`config.mk`:
```
export PLATFORM = sky130hd
export DESIGN_NAME = pipeline_stall_ctrl_flat
export DESIGN_NICKNAME = d
export VERILOG_FILES = /design/src/rtl/pipeline_stall_ctrl_if.sv /design/src/rtl/pipeline_stall_ctrl.sv /design/src/flat_wrapper.sv
export SDC_FILE = /design/constraint.sdc
export NUM_CORES = 1
export LEC_CHECK = 0
export ABC_AREA = 0
export CAP_MARGIN = 0
export CORE_UTILIZATION = 30
export CTS_CLUSTER_SIZE = 30
export DETAILED_ROUTE_END_ITERATION = 8
export PLACE_DENSITY = 0.85
export SYNTH_ARGS = -nofsm -noshare
export SYNTH_HDL_FRONTEND = slang
export SYNTH_SLANG_ARGS = --single-unit
```
`constraint.sdc`:
```
create_clock -name clk -period 2.2 [get_ports clk]
set_clock_uncertainty 0.2 [all_clocks]
set_input_delay 0.22 -clock clk [delete_from_list [all_inputs] [get_ports clk]]
set_output_delay 0.22 -clock clk [all_outputs]
set_load 0.02 [all_outputs]
```
`src/rtl/pipeline_stall_ctrl_if.sv`:
```
// Bundle between the hazard/branch/memory sources and the stall sequencer.
// Latency: none, wires only.
// Backpressure: mem_req/mem_ready is the only handshake; everything else is a level request.
interface pipeline_stall_ctrl_if #(
    parameter int CNT_W = 32
);
    // Requests into the sequencer
    logic             data_hazard;
    logic             jump_id;
    logic             branch_ex;
    logic             mem_req;
    logic             mem_ready;
    // Per-stage controls out of the sequencer
    logic             pc_we;
    logic             if_id_we;
    logic             id_ex_we;
    logic             ex_mem_we;
    logic             mem_wb_we;
    logic             if_id_flush;
    logic             id_ex_flush;
    logic [1:0]       stall_state;
    logic             hazard_timeout;
    logic [CNT_W-1:0] perf_stall_cnt;
    logic [CNT_W-1:0] perf_flush_cnt;
    logic [CNT_W-1:0] perf_memwait_cnt;

    // Request side: hazard unit, branch/jump logic, data memory
    modport master (
        output data_hazard, jump_id, branch_ex, mem_req, mem_ready,
        input  pc_we, if_id_we, id_ex_we, ex_mem_we, mem_wb_we,
        input  if_id_flush, id_ex_flush, stall_state, hazard_timeout,
        input  perf_stall_cnt, perf_flush_cnt, perf_memwait_cnt
    );

    // Sequencer side
    modport slave (
        input  data_hazard, jump_id, branch_ex, mem_req, mem_ready,
        output pc_we, if_id_we, id_ex_we, ex_mem_we, mem_wb_we,
        output if_id_flush, id_ex_flush, stall_state, hazard_timeout,
        output perf_stall_cnt, perf_flush_cnt, perf_memwait_cnt
    );
endinterface

```
`src/rtl/pipeline_stall_ctrl.sv`:
```
// Stall/flush sequencer for the 5-stage pipeline; optional perf counters behind PERF_CNT_EN.
// Latency: zero cycles, enables/flushes are Mealy outputs; state and counters update on the edge.
// Backpressure: an unfinished data-memory access freezes every stage until mem_ready.
module pipeline_stall_ctrl #(
    parameter int HAZ_LIMIT = 3,
    parameter int CNT_W     = 32
) (
    input  logic                 clk,
    input  logic                 reset,
    pipeline_stall_ctrl_if.slave bus
);

    localparam int HCW = $clog2(HAZ_LIMIT + 1);

    typedef enum logic [1:0] {
        RUN      = 2'b00,
        HAZ      = 2'b01,
        MEM_WAIT = 2'b10
    } stallState_e;

    stallState_e    curState;
    stallState_e    nextState;
    logic [HCW-1:0] hazCnt;
    logic           hazTimeout;

    // Which rule won this cycle; drives the counters
    logic memBlocked;
    logic doFreeze;
    logic doBranch;
    logic doStall;
    logic doJump;

    logic pcWe;
    logic ifIdWe;
    logic idExWe;
    logic exMemWe;
    logic memWbWe;
    logic ifIdFlush;
    logic idExFlush;

    // Priority decode: freeze > branch > hazard > jump > advance
    always_comb begin
        pcWe       = 1'b0;
        ifIdWe     = 1'b0;
        idExWe     = 1'b0;
        exMemWe    = 1'b0;
        memWbWe    = 1'b0;
        ifIdFlush  = 1'b0;
        idExFlush  = 1'b0;
        nextState  = RUN;
        memBlocked = 1'b0;
        doFreeze   = 1'b0;
        doBranch   = 1'b0;
        doStall    = 1'b0;
        doJump     = 1'b0;

        if (reset) begin
            // Hold the pipe and fill the front registers with bubbles
            ifIdFlush = 1'b1;
            idExFlush = 1'b1;
        end else begin
            // In MEM_WAIT only mem_ready matters; mem_req is held by the frozen MEM stage
            if (curState == MEM_WAIT) begin
                memBlocked = !bus.mem_ready;
            end else begin
                memBlocked = bus.mem_req && !bus.mem_ready;
            end

            if (memBlocked) begin
                doFreeze  = 1'b1;
                nextState = MEM_WAIT;
            end else if (bus.branch_ex) begin
                // ID instruction is on the wrong path, so its hazard/jump is moot
                doBranch  = 1'b1;
                pcWe      = 1'b1;
                ifIdWe    = 1'b1;
                idExWe    = 1'b1;
                exMemWe   = 1'b1;
                memWbWe   = 1'b1;
                ifIdFlush = 1'b1;
                idExFlush = 1'b1;
                nextState = RUN;
            end else if (bus.data_hazard) begin
                // Hold PC and IF/ID, push a bubble into EX, let the back end drain
                doStall   = 1'b1;
                idExWe    = 1'b1;
                idExFlush = 1'b1;
                exMemWe   = 1'b1;
                memWbWe   = 1'b1;
                nextState = HAZ;
            end else if (bus.jump_id) begin
                // Fetched instruction after the jump is dead
                doJump    = 1'b1;
                pcWe      = 1'b1;
                ifIdWe    = 1'b1;
                idExWe    = 1'b1;
                exMemWe   = 1'b1;
                memWbWe   = 1'b1;
                ifIdFlush = 1'b1;
                nextState = RUN;
            end else begin
                pcWe      = 1'b1;
                ifIdWe    = 1'b1;
                idExWe    = 1'b1;
                exMemWe   = 1'b1;
                memWbWe   = 1'b1;
                nextState = RUN;
            end
        end
    end

    // State register
    always_ff @(posedge clk) begin
        if (reset) begin
            curState <= RUN;
        end else begin
            curState <= nextState;
        end
    end

    // Consecutive-stall counter: counts rule-3 cycles, any other outcome clears it
    always_ff @(posedge clk) begin
        if (reset) begin
            hazCnt <= '0;
        end else if (doStall) begin
            if (hazCnt != HCW'(HAZ_LIMIT)) begin
                hazCnt <= hazCnt + HCW'(1);
            end
        end else begin
            hazCnt <= '0;
        end
    end

    // Sticky watchdog: a hazard still pending after HAZ_LIMIT stalls in a row
    always_ff @(posedge clk) begin
        if (reset) begin
            hazTimeout <= 1'b0;
        end else if (curState == HAZ && bus.data_hazard && hazCnt == HCW'(HAZ_LIMIT)) begin
            hazTimeout <= 1'b1;
        end
    end

    assign bus.pc_we          = pcWe;
    assign bus.if_id_we       = ifIdWe;
    assign bus.id_ex_we       = idExWe;
    assign bus.ex_mem_we      = exMemWe;
    assign bus.mem_wb_we      = memWbWe;
    assign bus.if_id_flush    = ifIdFlush;
    assign bus.id_ex_flush    = idExFlush;
    assign bus.stall_state    = curState;
    assign bus.hazard_timeout = hazTimeout;

`ifdef PERF_CNT_EN
    logic [CNT_W-1:0] stallCnt;
    logic [CNT_W-1:0] flushCnt;
    logic [CNT_W-1:0] memWaitCnt;

    // Saturating event counters, one increment per qualifying cycle
    always_ff @(posedge clk) begin
        if (reset) begin
            stallCnt   <= '0;
            flushCnt   <= '0;
            memWaitCnt <= '0;
        end else begin
            if (doStall && stallCnt != '1) begin
                stallCnt <= stallCnt + CNT_W'(1);
            end
            if ((doBranch || doJump) && flushCnt != '1) begin
                flushCnt <= flushCnt + CNT_W'(1);
            end
            if (doFreeze && memWaitCnt != '1) begin
                memWaitCnt <= memWaitCnt + CNT_W'(1);
            end
        end
    end

    assign bus.perf_stall_cnt   = stallCnt;
    assign bus.perf_flush_cnt   = flushCnt;
    assign bus.perf_memwait_cnt = memWaitCnt;
`else
    assign bus.perf_stall_cnt   = {CNT_W{1'b0}};
    assign bus.perf_flush_cnt   = {CNT_W{1'b0}};
    assign bus.perf_memwait_cnt = {CNT_W{1'b0}};
`endif

    // A flushed register must also be written, otherwise the bubble never lands
    assert property (@(posedge clk) disable iff (reset) bus.id_ex_flush |-> bus.id_ex_we);
    assert property (@(posedge clk) disable iff (reset) bus.if_id_flush |-> bus.if_id_we);

endmodule

```
`src/flat_wrapper.sv`:
```
// flat-port wrapper written by rule: the top's interface ports become plain ports
module pipeline_stall_ctrl_flat 
#(
    parameter int HAZ_LIMIT = 3,
    parameter int CNT_W     = 32
)
  (clk, reset, bus_data_hazard, bus_jump_id, bus_branch_ex, bus_mem_req, bus_mem_ready, bus_pc_we, bus_if_id_we, bus_id_ex_we, bus_ex_mem_we, bus_mem_wb_we, bus_if_id_flush, bus_id_ex_flush, bus_stall_state, bus_hazard_timeout, bus_perf_stall_cnt, bus_perf_flush_cnt, bus_perf_memwait_cnt);
  pipeline_stall_ctrl_if #(.CNT_W(CNT_W)) bus_i ();
  input  logic clk;
  input  logic reset;
  input wire logic [$bits(bus_i.data_hazard)-1:0] bus_data_hazard;
  input wire logic [$bits(bus_i.jump_id)-1:0] bus_jump_id;
  input wire logic [$bits(bus_i.branch_ex)-1:0] bus_branch_ex;
  input wire logic [$bits(bus_i.mem_req)-1:0] bus_mem_req;
  input wire logic [$bits(bus_i.mem_ready)-1:0] bus_mem_ready;
  output wire logic [$bits(bus_i.pc_we)-1:0] bus_pc_we;
  output wire logic [$bits(bus_i.if_id_we)-1:0] bus_if_id_we;
  output wire logic [$bits(bus_i.id_ex_we)-1:0] bus_id_ex_we;
  output wire logic [$bits(bus_i.ex_mem_we)-1:0] bus_ex_mem_we;
  output wire logic [$bits(bus_i.mem_wb_we)-1:0] bus_mem_wb_we;
  output wire logic [$bits(bus_i.if_id_flush)-1:0] bus_if_id_flush;
  output wire logic [$bits(bus_i.id_ex_flush)-1:0] bus_id_ex_flush;
  output wire logic [$bits(bus_i.stall_state)-1:0] bus_stall_state;
  output wire logic [$bits(bus_i.hazard_timeout)-1:0] bus_hazard_timeout;
  output wire logic [$bits(bus_i.perf_stall_cnt)-1:0] bus_perf_stall_cnt;
  output wire logic [$bits(bus_i.perf_flush_cnt)-1:0] bus_perf_flush_cnt;
  output wire logic [$bits(bus_i.perf_memwait_cnt)-1:0] bus_perf_memwait_cnt;
  assign bus_i.data_hazard = bus_data_hazard;
  assign bus_i.jump_id = bus_jump_id;
  assign bus_i.branch_ex = bus_branch_ex;
  assign bus_i.mem_req = bus_mem_req;
  assign bus_i.mem_ready = bus_mem_ready;
  assign bus_pc_we = bus_i.pc_we;
  assign bus_if_id_we = bus_i.if_id_we;
  assign bus_id_ex_we = bus_i.id_ex_we;
  assign bus_ex_mem_we = bus_i.ex_mem_we;
  assign bus_mem_wb_we = bus_i.mem_wb_we;
  assign bus_if_id_flush = bus_i.if_id_flush;
  assign bus_id_ex_flush = bus_i.id_ex_flush;
  assign bus_stall_state = bus_i.stall_state;
  assign bus_hazard_timeout = bus_i.hazard_timeout;
  assign bus_perf_stall_cnt = bus_i.perf_stall_cnt;
  assign bus_perf_flush_cnt = bus_i.perf_flush_cnt;
  assign bus_perf_memwait_cnt = bus_i.perf_memwait_cnt;
  pipeline_stall_ctrl #(.HAZ_LIMIT(HAZ_LIMIT), .CNT_W(CNT_W)) u_core (.clk(clk), .reset(reset), .bus(bus_i));
endmodule
```
# Word-level counts from Yosys, hierarchy flattened
# Cells that the tools add are included.
# W data, S select, Z words.
[op_classes]
n_addsub = 1
n_eq_ne = 4
n_bitwise = 1
reduce_logical = 6
n_mux = 23
[ops]
columns = ["operator", "count"]
rows = [
  ["$mux W1", 21],
  ["$eq A2 B2 Y1 const B", 2],
  ["$mux W2", 2],
  ["$logic_and A1 B1 Y1", 3],
  ["$reduce_or A3 Y1", 1],
  ["$add A2 B1 Y2 const B", 1],
  ["$eq A2 B1 Y1 const B", 1],
  ["$ne A2 B2 Y1 const B", 1],
  ["$reduce_or A2 Y1", 1],
  ["$logic_not A1 Y1", 1],
  ["$not A1 Y1", 1],
]
[word_totals]
output_inout_bits = 106
elab_cells = 39
regBits = 5
in_bits = 7

# Depth between registers and ports, before layout
[depth]
ltp_word = 8
depth_mapped = 5
depth_no_buf = 3

# Least setup slack after synthesis
# OpenSTA, ideal clock, no wires.
[synth_timing]
kind = "reg-to-output"
from = "register u_core.curState[0] (netlist: u_core.bus.stall_state[0])"
to = "output port bus_id_ex_we"
n_path_buf = 1
path_stages_with_launch = 5
t_arrival_ps = 1269
setup_slack_ps = 511
t_required_ps = 1780
path_cell_list = "dfxtp_1 > nand2b_4 > a21oi_4 > nor2_1 > buf_4"
[synth_via]
elab_chain_cells = 5
[synth_rtl]
columns = ["item", "line_no", "source"]
rows = [
  ["start, declared", "pipeline_stall_ctrl.sv:21", "stallState_e curState;"],
  ["start signal, assigned", "pipeline_stall_ctrl.sv:117", "curState <= nextState;"],
  ["$eq A2 B2 Y1", "pipeline_stall_ctrl.sv:63", "if (curState == MEM_WAIT) begin"],
  ["$mux W1", "pipeline_stall_ctrl.sv:63", ""],
  ["$mux W1", "pipeline_stall_ctrl.sv:57", "if (reset) begin"],
  ["$mux W1 (2 in a row)", "--", ""],
  ["end, declared", "flat_wrapper.sv:18", "output wire logic [$bits(bus_i.id_ex_we)-1:0] bus_id_ex_we;"],
]
# No other way between the ends. The select of a mux whose other input is x is not followed.

# Worst setup path in the final report
[layout_timing]
from = "input port bus_branch_ex"
to = "output port bus_pc_we"
[layout_via]
elab_chain_cells = 3
[layout_rtl]
columns = ["item", "line_no", "source"]
rows = [
  ["start, declared", "flat_wrapper.sv:13", "input wire logic [$bits(bus_i.branch_ex)-1:0] bus_branch_ex;"],
  ["$mux W1", "pipeline_stall_ctrl.sv:72", "end else if (bus.branch_ex) begin"],
  ["$mux W1", "pipeline_stall_ctrl.sv:69", "if (memBlocked) begin"],
  ["$mux W1", "pipeline_stall_ctrl.sv:57", ""],
  ["end, declared", "flat_wrapper.sv:16", "output wire logic [$bits(bus_i.pc_we)-1:0] bus_pc_we;"],
]
# No other way between the ends.

==> impl_metrics.yaml <==
floorplan:
  core_mm2: 0.003103
  dieHeight_um: 59.87
  ios: 113
  fp.dieW_um: 59.87
  dieArea_mm2: 0.003584
  start_util_pct: 32.38
  row_count: 20
synth:
  async_flop_share_pct: 0
  syn_inst: 129
  syn_avg_cell_area_um2: 7.788
  synth-main-ff-cell: "dfxtp_1"
  synth_cell_types: 20
  syn_area_mm2: 0.001005
  yosysWarnings: 0
  yosys-top-cells-area: "buf_4, dfxtp_1, a21oi_4"
  yosysSeqAreaShare_pct: 9.963
  synth-seq-cells: 5
  synth.most_common_cell: "buf_4"
  synth_top_cells_by_count: "buf_4, dfxtp_1, inv_1, nor2_1"
  synth_top_area_share_pct: 73.97
  yosysTopAreaCell: "buf_4"
  synth-edff-count: 0
detailed_routing:
  via_per_inst: 2.768
  wl_met2_um: 603
  routed-wl-met3_um: 169
  ant_nets: 0
  first_iter_violations: 8
  drc: 0
  firstDrtPassIters: 3
  highest_layer: "met4"
  drt_wl_total_mm: 1.060
  vias: 526
  wl_met1_um: 249
  wl_per_cell_um: 5.579
finish:
  nNetsFinal: 155
  stdcell_count: 190
  stdcell_area_um2: 869.6
  drive_above_1_share_pct: 5.479
  fillCellCount: 338
  diodes: 0
  area_delta_synth_final_pct: -13.45
clocking:
  cts.repair.resized: 0
  path_clk_slew_ns: 0.04
  cts_max_path_buffers: 2
  cts_root_buf: "clkbuf_4"
  htree_levels: 1
  holdBufCountCts: 0
  worst_skew_pair.late_latency_ns: 0.25
  cts-buffers-inserted: 3
  cts_sinks: 5
  cts_setup_buffers: 0
  tritoncts: "done"
sta:
  tns_ns: 0
  rsz0062_at_grt: "no"
  worst_slack_ns: 0.1287
  period_needed_ns: 2.071
  setup_viol: 0
  fmax_ghz: 0.4828
  fin_crit_sh_pct: 94.15
  slew_viol_final: 0
  hold_viol_final: 0
power:
  p_leak_nw: 0.5016
  ir_drop_v: 0.0001036
  cellPowerDensity_mw_per_mm2: 482.1
status:
  status: "completed"
grt:
  grt_use_total_pct: 4.397
  grt_pass1_vias: 264
  grt_pass1_wl_mm: 1.083
  grt_max_degree: 9
  gr-total-overflow: 0
  antenna_found_initial: 0
place:
  place.gp.congestion: 0.6906
  dp.cells: 186
  io_buffers: 16
  place_ws_ns: 0.1273
  dpl_cell_area_um2: 843.3
  dpl.hpwl_um: 950
critical_path:
  worstPathMaxFanout: 3
  cp.required_ns: 1.78
  start_kind: "primary input"
  cp.arrival_ns: 1.65
  end_kind: "primary output"
  critPathKind: "in2out"
run:
  maxCapViolations: 0
hold_path:
  hp-class: "reg2reg"
-- final timing paths --
kind	startpoint	end	slack [ns]	depth (start not counted)
worst min register to register	u_core.bus.hazard_timeout	u_core.bus.hazard_timeout	0.27	2
worst min-delay path	u_core.bus.hazard_timeout	u_core.bus.hazard_timeout	0.27	2
worst max register to register	u_core.hazCnt[0]	u_core.hazCnt[0]	1.04	3
worst max-delay path	bus_branch_ex	bus_pc_we	0.13	5
-- registers in the layout, indices dropped and copies added (netlist names) --
| name | flops |
|---|---|
| u_core.bus.hazard_timeout | 1 |
| u_core.bus.stall_state | 2 |
| u_core.hazCnt | 2 |
-- metal layers --
| metal | vias up | GRT usage, % |
|---|---|---|
| met3 | 5 | 0.8658 |
| li1 | 235 | - |
| met5 | - | 0 |
| met2 | 61 | 8.095 |
| met4 | 0 | 5.980 |
| met1 | 225 | 3.234 |
-- placed cells by master (no fill, tap or decap) --
cell type,netlist,layout
a21oi_1,2,2
inv_2,1,1
xor2_1,1,1
clkdlybuf4s50_1,0,16
buf_4,99,2
clkbuf_1,0,1
nand2b_4,1,1
mux2i_1,1,1
nor4_1,2,2
conb_1,1,96
nor2_1,3,3
and2_1,1,1
nand2b_1,1,1
clkbuf_4,0,3
a211oi_1,1,1
nor3_1,2,2
ha_1,1,1
a21oi_4,1,1
a41oi_1,1,1
nand2_1,1,1
dfxtp_1,5,5
inv_1,3,3
-- kinds of logic after synthesis --
family                     Yosys count  synth area share (%)
other                                1                0.3732
adders and majority gates            1                 1.245
and+or+nand+nor                     11                 6.351
muxes                                1                0.9963
buffers and inverters              104                 75.96
AOI/OAI and AO/OA                    5                 4.235
xor gates and xnor gates             1                0.8719
DFF                                  5                 9.963
-- per-stage QoR --
| stage | power [mW] | util, % | hold WS [ns] |
|---|---|---|---|
| 3_5_place_dp | 0.3095 | 27.18 | 0.2665 |
| 5_1_grt | 0.4388 | 28.02 | 0.3104 |
| 6_report | 0.4193 | 28.02 | 0.2675 |
| 4_1_cts | 0.4190 | 28.02 | 0.2760 |
| 2_1_floorplan | 0.4071 | - | 0.2252 |
| 3_3_place_gp | 0.3078 | 27.18 | 0.2606 |
-- critical path, stage by stage --
cell and delay, ns:
clkdlybuf4s50_1 0.50, nand2b_1 0.14, nand2_1 0.06, nor2_1 0.11
clkdlybuf4s50_1 0.62
-- report_power, final --
part | total [mW] | internal, mW | switching [mW]
logic | 0.215 | 0.0366 | 0.179
clock network | 0.109 | 0.0687 | 0.0399
registers | 0.0955 | 0.0934 | 0.00212
-- cell type report --
class / instances / area [µm²] / share of cell area [%]
timing repair buffer: 18 / 175.2 / 20.14
sequential: 5 / 100.1 / 11.51
tap: 44 / 55.05 / 6.331
multi-input combinational: 115 / 498.0 / 57.27
clock buffer: 4 / 26.28 / 3.022
inverter: 4 / 15.01 / 1.727
No activity file was read; power rests on OpenSTA's default activity.
